===== src/rtl/apb_arb_master.sv =====
`default_nettype none
// +---------------------------------------------------------------------------+
// | Module   : apb_arb_master                                                 |
// | Purpose  : Round-robin arbiter of NUM_REQ request ports onto one APB bus  |
// |            with one-hot psel decode; optional ACCESS timeout enabled by   |
// |            the macro APB_ARB_MASTER_TIMEOUT_EN.                           |
// | Revision : 1.0 - initial release                                          |
// +---------------------------------------------------------------------------+
module apb_arb_master #(
  parameter int NUM_REQ        = 4,
  parameter int PADDR_WIDTH    = 32,
  parameter int PWDATA_WIDTH   = 32,
  parameter int PRDATA_WIDTH   = 32,
  parameter int NUM_SLAVES     = 16,
  parameter int SLAVE_ADDR_LSB = 12,
  parameter int TIMEOUT_CYCLES = 256
) (
  input  logic                              pclock,
  input  logic                              preset,
  input  logic [NUM_REQ-1:0]                req_valid,
  output logic [NUM_REQ-1:0]                req_ready,
  input  logic [NUM_REQ*PADDR_WIDTH-1:0]    req_addr,
  input  logic [NUM_REQ-1:0]                req_write,
  input  logic [NUM_REQ*PWDATA_WIDTH-1:0]   req_wdata,
  output logic [NUM_REQ-1:0]                rsp_valid,
  output logic [PRDATA_WIDTH-1:0]           rsp_rdata,
  output logic                              rsp_err,
  output logic [PADDR_WIDTH-1:0]            paddr,
  output logic                              prwd,
  output logic [PWDATA_WIDTH-1:0]           pwdata,
  output logic                              penable,
  output logic [15:0]                       psel,
  input  logic [PRDATA_WIDTH-1:0]           prdata,
  input  logic                              pslverr,
  input  logic                              pready
);

  localparam int              c_gw         = $clog2(NUM_REQ);
  localparam logic [c_gw:0]   c_num_req    = (c_gw+1)'(NUM_REQ);
  localparam logic [4:0]      c_num_slaves = 5'(NUM_SLAVES);

  localparam logic [1:0] c_idle   = 2'd0;
  localparam logic [1:0] c_setup  = 2'd1;
  localparam logic [1:0] c_access = 2'd2;
  localparam logic [1:0] c_decerr = 2'd3;

  logic [1:0]              r_state, w_state_nxt;
  logic [c_gw-1:0]         r_last, r_gnt, w_grant;
  logic [c_gw:0]           w_cand;
  logic                    w_any;
  logic [3:0]              r_sidx, w_sidx;
  logic                    w_decerr, w_done, w_timeout;
  logic [PADDR_WIDTH-1:0]  r_paddr;
  logic                    r_prwd;
  logic [PWDATA_WIDTH-1:0] r_pwdata;
  logic                    r_rsp_fire, r_rsp_err;
  logic [PRDATA_WIDTH-1:0] r_rsp_rdata;

  logic [PADDR_WIDTH-1:0]  w_addr_arr  [NUM_REQ];
  logic [PWDATA_WIDTH-1:0] w_wdata_arr [NUM_REQ];

  for (genvar gi = 0; gi < NUM_REQ; gi++) begin : g_unpack
    assign w_addr_arr[gi]  = req_addr[gi*PADDR_WIDTH +: PADDR_WIDTH];
    assign w_wdata_arr[gi] = req_wdata[gi*PWDATA_WIDTH +: PWDATA_WIDTH];
  end

  // Search starts just after the last grant and wraps modulo NUM_REQ.
  always_comb begin
    w_any   = 1'b0;
    w_grant = '0;
    w_cand  = '0;
    for (int k = 0; k < NUM_REQ; k++) begin
      w_cand = {1'b0, r_last} + (c_gw+1)'(k + 1);
      if (w_cand >= c_num_req) w_cand = w_cand - c_num_req;
      if (!w_any && req_valid[w_cand[c_gw-1:0]]) begin
        w_any   = 1'b1;
        w_grant = w_cand[c_gw-1:0];
      end
    end
  end

  assign w_sidx   = w_addr_arr[w_grant][SLAVE_ADDR_LSB +: 4];
  assign w_decerr = ({1'b0, w_sidx} >= c_num_slaves);
  assign w_done   = (r_state == c_access) && pready;

`ifdef APB_ARB_MASTER_TIMEOUT_EN
  localparam int              c_tw   = $clog2(TIMEOUT_CYCLES) + 1;
  localparam logic [c_tw-1:0] c_tlim = c_tw'(TIMEOUT_CYCLES - 1);
  logic [c_tw-1:0] r_tcnt;

  assign w_timeout = (r_state == c_access) && !pready && (r_tcnt == c_tlim);

  always_ff @(posedge pclock or negedge preset) begin
    if (!preset)
      r_tcnt <= '0;
    else if ((r_state == c_access) && !pready && !w_timeout)
      r_tcnt <= r_tcnt + c_tw'(1);
    else
      r_tcnt <= '0;
  end
`else
  assign w_timeout = 1'b0;
`endif

  always_ff @(posedge pclock or negedge preset) begin
    if (!preset) r_state <= c_idle;
    else         r_state <= w_state_nxt;
  end

  always_comb begin
    w_state_nxt = r_state;
    case (r_state)
      c_idle:   if (w_any) w_state_nxt = w_decerr ? c_decerr : c_setup;
      c_setup:  w_state_nxt = c_access;
      c_access: if (w_done || w_timeout) w_state_nxt = c_idle;
      c_decerr: w_state_nxt = c_idle;
      default:  w_state_nxt = c_idle;
    endcase
  end

  // req_ready is forced low while reset is held so every output is 0 in reset.
  always_comb begin
    req_ready = '0;
    psel      = '0;
    penable   = 1'b0;
    rsp_valid = '0;
    if ((r_state == c_idle) && w_any && preset) req_ready[w_grant] = 1'b1;
    if ((r_state == c_setup) || (r_state == c_access)) psel[r_sidx] = 1'b1;
    penable = (r_state == c_access);
    if (r_rsp_fire) rsp_valid[r_gnt] = 1'b1;
  end

  always_ff @(posedge pclock or negedge preset) begin
    if (!preset) begin
      r_last      <= c_gw'(NUM_REQ - 1);
      r_gnt       <= '0;
      r_sidx      <= '0;
      r_paddr     <= '0;
      r_prwd      <= 1'b0;
      r_pwdata    <= '0;
      r_rsp_fire  <= 1'b0;
      r_rsp_err   <= 1'b0;
      r_rsp_rdata <= '0;
    end else begin
      r_rsp_fire <= 1'b0;
      if ((r_state == c_idle) && w_any) begin
        r_gnt    <= w_grant;
        r_last   <= w_grant;
        r_paddr  <= w_addr_arr[w_grant];
        r_prwd   <= req_write[w_grant];
        r_pwdata <= req_write[w_grant] ? w_wdata_arr[w_grant] : '0;
        r_sidx   <= w_sidx;
        if (w_decerr) begin
          r_rsp_fire  <= 1'b1;
          r_rsp_err   <= 1'b1;
          r_rsp_rdata <= '0;
        end
      end
      if (w_done) begin
        r_rsp_fire  <= 1'b1;
        r_rsp_err   <= pslverr;
        r_rsp_rdata <= r_prwd ? '0 : prdata;
      end
      if (w_timeout) begin
        r_rsp_fire  <= 1'b1;
        r_rsp_err   <= 1'b1;
        r_rsp_rdata <= '0;
      end
    end
  end

  assign paddr     = r_paddr;
  assign prwd      = r_prwd;
  assign pwdata    = r_pwdata;
  assign rsp_err   = r_rsp_err;
  assign rsp_rdata = r_rsp_rdata;

endmodule
`default_nettype wire


===== config.mk =====
export PLATFORM = sky130hd
export DESIGN_NAME = apb_arb_master
export DESIGN_NICKNAME = d
export VERILOG_FILES = /design/src/rtl/apb_arb_master.sv
export SDC_FILE = /design/constraint.sdc
export NUM_CORES = 1
export LEC_CHECK = 0
export ABC_AREA = 1
export CORE_AREA = 2 2 165 167
export DETAILED_ROUTE_END_ITERATION = 7
export DIE_AREA = 0 0 167 169
export GPL_ROUTABILITY_DRIVEN = 0
export PLACE_DENSITY = 0.63
export RECOVER_POWER = 50
export SYNTH_ARGS = -nofsm -noshare
export SYNTH_HDL_FRONTEND = slang
export SYNTH_SLANG_ARGS = --single-unit

===== constraint.sdc =====
create_clock -name pclock -period 2.65 [get_ports pclock]
set_input_delay 0.53 -clock pclock [delete_from_list [all_inputs] [get_ports pclock]]
set_output_delay 0.53 -clock pclock [all_outputs]
set_load 0.1 [all_outputs]

======== Yosys cells after proc, flatten, opt, wreduce, memory -nomap -nowiden ========
Index checks and enable logic that the tools add are counted.
W data, S select, Z words.
cells by class
  equality and inequality tests ........... 5
  bitwise operators ....................... 1
  $mul .................................... 0
  add/subtract/negate cells ............... 8
  reductions and logical operators ........ 15
  magnitude comparators ................... 15
  divide/modulo/power cells ............... 0
  shifts and indexed selects .............. 0
  mux-type cells .......................... 43
operators by type and width
  cell                   number
  $mux W32               6
  $bmux W32 S2           2
  $mux W2                10
  $lt A2 B3 Y1 const B   6
  $mux W16               1
  $ge A3 B3 Y1 const B   5
  $mux W1                13
  $bmux W1 S2            5
  $logic_and A1 B1 Y1    9
  $mux W4                2
  $pmux W2 S4            1
  $sub A2 B1 Y2 const B  4
  $add A2 B2 Y3 const B  2
  $lt A4 B5 Y1 const B   1
  $demux W1 S2           2
  $demux W1 S4           1
  $eq A2 B2 Y1 const B   2
  $ge A2 B1 Y1 const B   2
  $ge A4 B1 Y1 const B   1
  $add A2 B1 Y3 const B  1
  $add A2 B3 Y3 const B  1
  $logic_not A1 Y1       3
  $not A2 Y3             1
  $eq A2 B1 Y1 const B   1
  other kinds (5)        5
word-level totals
  bits in latches ......................... 0
  bits in writable memories ............... 0
  input port bits ......................... 300
  output and inout port bits .............. 123
  ROM bits ................................ 0
  logic and storage cells ................. 97
  register bits ........................... 109
  memories ................................ 0

======== Longest topological paths before layout ========
  depth after elaboration ................. 20
  gate-level depth with buffers ........... 19

======== Worst setup path before layout ========
Ideal clock, no wire load.
  kind .................................... register to output
  start ................................... register r_last[0]
  end ..................................... output req_ready[2]
  path slack .............................. -1.588 ns
  arrival time ............................ 3.708 ns
  cell stages (with the launch flop) ...... 13
  cells stage by stage .................... dfstp_2 buf_6 inv_4 nand2_1 nand2_1 nand2_1 nand2_2 nor2_4 and3_1 nor2_4 buf_4 buf_2 nor3_1
between the ends
  word-level cells in the longest chain between the ends .. 20
RTL lines
  element                                                             RTL line  source
  start, declared                                                     48        logic [c_gw-1:0] r_last, r_gnt, w_grant;
  start signal, assigned                                              135       r_last <= c_gw'(NUM_REQ - 1);
  start signal, assigned                                              148       r_last <= w_grant;
  $add A2 B1 Y3                                                       73        w_cand = {1'b0, r_last} + (c_gw+1)'(k + 1);
  $ge A3 B3 Y1 or $sub A2 B1 Y2 (tied branches)                       74        if (w_cand >= c_num_req) w_cand = w_cand - c_num_req;
  $mux W2                                                             74
  $bmux W1 S2                                                         75        if (!w_any && req_valid[w_cand[c_gw-1:0]]) begin
  $mux W1 (not written as such)                                       75
  $mux W1                                                             75
  $logic_not A1 Y1                                                    75
  $logic_and A1 B1 Y1                                                 75
  [... 4 more ...]                                                    -
  $logic_not A1 Y1                                                    75
  $logic_and A1 B1 Y1                                                 75
  $mux W2                                                             75
  $lt A2 B3 Y1 (not written as such) or $ge A2 B1 Y1 (tied branches)  127       if ((r_state == c_idle) && w_any && preset) req_ready[w_grant] = 1'b1;
  $logic_and A1 B1 Y1 (not written as such)                           127
  $mux W1 (not written as such)                                       127
  $demux W1 S2                                                        127
  $mux W4 (*)                                                         127
  end, declared                                                       21        output logic [NUM_REQ-1:0] req_ready,
Every way passes the cells marked *; elsewhere a longest branch is shown, timed or not. The select of a mux whose other input is x is not followed.

======== Worst setup path after layout ========
  start ................................... input req_valid[1]
  end ..................................... output req_ready[1]
between the ends
  word-level cells in the longest chain between the ends .. 17
RTL lines
  element                                                             RTL line  source
  start, declared                                                     20        input logic [NUM_REQ-1:0] req_valid,
  $bmux W1 S2                                                         75
  $mux W1 (not written as such)                                       75
  $mux W1                                                             75
  $logic_not A1 Y1                                                    75
  $logic_and A1 B1 Y1                                                 75
  $mux W1                                                             75
  $logic_not A1 Y1                                                    75
  $logic_and A1 B1 Y1                                                 75
  $mux W1                                                             75
  $logic_not A1 Y1                                                    75
  $logic_and A1 B1 Y1                                                 75
  $mux W2                                                             75
  $lt A2 B3 Y1 (not written as such) or $ge A2 B1 Y1 (tied branches)  127
  $logic_and A1 B1 Y1 (not written as such)                           127
  $mux W1 (not written as such)                                       127
  $demux W1 S2                                                        127
  $mux W4 (*)                                                         127
Marks and branches as above.

==> out/metrics.yaml <==
finalClockSkew_ns: 0.0149
met2WireLength_mm: 15.6
timing.critical_path.arrival_ns: 2.38
synthDistinctLibCells: 22
syn_inst: 1185
fin_nets: 1897
clkTransAtPathRegs_ns: 0.09
grt_use_total_pct: 21.1
final_critical_path_setup_slack_ns: -0.261
cpLargestDelayFamily: "simple AND/OR/NAND/NOR gates"
max-cap-violations: 0
preCtsSetupSlack_ns: -0.245
viasPerCell: 4.55
worst-r2r-setup-slack_ns: 0.05
numCtsBuffers: 9
detailedRoute.firstPassIterationCount: 5
fin_area_mm2: 0.0122
insertedDiodeCount: 0
synth.largest_area_cell: "sky130_fd_sc_hd__nand2_1"
m1WireLength_mm: 12.9
maximum_level_of_the_cts_h_tree: 3
grt_max_degree: 106
share_of_post_route_cells_with_drive_strength_above_1_pct: 12.8
critical-path-top-cell-by-count: "sky130_fd_sc_hd__nand2_2"
floorplan.initialDensity_pct: 26.9
finalWirelength_mm: 31.2
postSynth.topFlopCell: "sky130_fd_sc_hd__dfrtp_1"
synthesis.yosys.warnings: 0
cts-root-to-sink-buffers: 2
syn_area_mm2: 0.00712
run_status: "finished with violations"
synthToLayoutAreaGrowth_pct: 71.0
clock_latency_ns: 0.36
timing.critical_path.slowest_stage_cell: "sky130_fd_sc_hd__clkdlybuf4s50_1"
timing_hold_violations_final: 0
clockRootBuffer: "sky130_fd_sc_hd__clkbuf_16"
top_layer_in_use: "met4"
die_height_um: 169
worst_setup_path_start_kind: "input pin"
cts.sink_count: 105
worst-setup-path-type: "in -> out"
path_buf_inv: 4
placedInstanceArea_mm2: 0.0117
yosys_register_bits: 105
synth_top_area_share_pct: 41.6
mappedNetlistNets: 1489
cp-end-kind: "primary output"
ios: 423
post_synth.cell_area_avg_um2: 6.01
slew_headroom_pct: 16.3
number_of_flops_mapped_to_enable_cells_by_yosys: 0
synthMostInstantiatedCell: "sky130_fd_sc_hd__nand2_1"
placement_rows: 60
final.hold.worst_slack_ns: 0.324
crit_fanout: 3
detail_route.drc_violations: 0
dr_wl_met3_mm: 2.08
cp_cell_sequence: "clkdlybuf4s50_1 > nand2_4 > nand2_2 > nand2_1 > nand2_2 > inv_2 > and3_4 > nor2_4 > inv_4 > nor3_4 > buf_12"
routedWlPerCell_um: 16.1
detailedPlacementHpwl_mm: 23.2
final_period_minus_worst_setup_slack_ns: 2.91
postSynth.asyncResetShare_pct: 100
grt_first_pass_wirelength_mm: 47.1
gr-total-overflow: 0
routed_via_count: 8818
ant_nets: 0
filler_cell_count_in_the_final_layout: 2789
final_max_slew_viol_count: 0
tightest_slew_ns: 1.26
setup-violations-final: 4
cts_tree: "yes"
antenna_found_initial: 0
fp.dieArea_mm2: 0.0282
violations: "negative setup slack"
synth_seq_area_share_pct: 36.9
grt_setup_unrepaired: "true"
ys_top_cells_by_count: "sky130_fd_sc_hd__nand2_1, sky130_fd_sc_hd__nand3_1, sky130_fd_sc_hd__dfrtp_1"
drt_iter0_drc: 403
critical_path_required_ns: 2.12
hold_class: "in -> async"
grt_pass1_vias: 8581
die-width_um: 167
buffer_ports.inserted: 422
timing.fmax_ghz: 0.344
critical-path-max-stage-delay_ns: 0.55
core_region_area_mm2: 0.0265
finalCritPeriodShare_pct: 110
yosys-top-cells-area: "sky130_fd_sc_hd__nand2_1, sky130_fd_sc_hd__dfrtp_1, sky130_fd_sc_hd__nand3_1, sky130_fd_sc_hd__buf_2, sky130_fd_sc_hd__o21ai_0"
cell families after synthesis:
family,after synthesis,synth area share (%)
AO/OA/AOI/OAI,42,2.97
adder cells (fa/ha/maj),4,0.703
buffers and inverters,101,7.40
flip-flops,105,36.9
AND/OR/NAND/NOR,933,52.0
per-stage QoR:
step,TNS [ns],instances,util (%)
floorplan,-5.96,1185,-
global placement,-7.03,1904,44.2
detailed placement,-10.51,1904,44.2
CTS,-0.660,1934,45.9
global route,-3.18,1939,45.9
finish,-0.990,1939,45.9
worst paths after layout:
check	to	startpoint	cells after the start
worst max register to register	pwdata[4]	r_last[0]	20
worst min-delay path	pwdata[21]	preset	2
min in group pclock	paddr[22]	paddr[22]	2
worst min register to register	paddr[22]	paddr[22]	2
worst max-delay path	req_ready[1]	req_valid[1]	11
max in group asynchronous	paddr[28]	preset	2
metal layers:
metal | vias up | global-route usage (%)
li1 | 4456 | -
met1 | 3982 | 25.5
met2 | 346 | 38.0
met3 | 34 | 4.33
met4 | 0 | 5.96
met5 | - | 0
repair_timing:
| action | in CTS | in global routing |
|---|---|---|
| gates cloned | 1 | 2 |
| pin swaps | 9 | 14 |
| setup buffers | 13 | 3 |
| gates resized for setup | 10 | 27 |
| hold buffers | 0 | 0 |
| setup endpoints to repair | 4 | 61 |
area by class of cell:
type | instances | area [µm²] | share of cell area [%]
timing repair inverter | 1 | 3.75 | 0.0308
clock buffer | 9 | 225 | 1.85
tap | 341 | 427 | 3.50
clock inverter | 7 | 81.3 | 0.668
multi-input combinational | 979 | 4140 | 34.0
inverter | 24 | 103 | 0.843
timing repair buffer | 473 | 4570 | 37.5
sequential | 105 | 2630 | 21.6
flip-flops by register name, summed over array words and instances (netlist names):
signal / flops
r_state: 2
r_last: 2
rsp_rdata: 32
pwdata: 32
rsp_err: 1
r_gnt: 2
prwd: 1
paddr: 29
r_rsp_fire: 1
r_sidx: 3
cells in the final DEF (no fill, tap or decap), drive strengths merged, types with 2 or more instances in the layout:
cell type      instances
clkbuf                51
o21ai                 37
dfstp                  2
ha                     4
nor3                   8
inv                   29
clkinv                 3
a21oi                  4
nand2                792
clkdlybuf4s50        297
buf                  133
nand3                111
nor2                  21
dfrtp                103
worst register-to-register path: stages, from the launching register on:
cell                        delay (ns)
sky130_fd_sc_hd__dfstp_2          0.56
sky130_fd_sc_hd__buf_12           0.13
sky130_fd_sc_hd__inv_8            0.05
sky130_fd_sc_hd__nand2_4          0.05
sky130_fd_sc_hd__nand2_2          0.08
sky130_fd_sc_hd__nand2_1          0.12
sky130_fd_sc_hd__nand2_2          0.09
sky130_fd_sc_hd__nand2_2          0.09
sky130_fd_sc_hd__nand2_2          0.06
sky130_fd_sc_hd__nand2_2          0.07
sky130_fd_sc_hd__nand3_4          0.15
sky130_fd_sc_hd__buf_6            0.16
sky130_fd_sc_hd__buf_4            0.14
sky130_fd_sc_hd__buf_8            0.14
sky130_fd_sc_hd__nand2_1          0.06
sky130_fd_sc_hd__nand2_1          0.06
sky130_fd_sc_hd__nand2_2          0.08
sky130_fd_sc_hd__nand2_4          0.09
sky130_fd_sc_hd__clkbuf_16        0.20
sky130_fd_sc_hd__nand3_1          0.07
sky130_fd_sc_hd__nand2_1          0.05
Power is left out: the tool's default activity adds up to more than one toggle a clock period on the data nets, which glitch-free logic cannot reach.
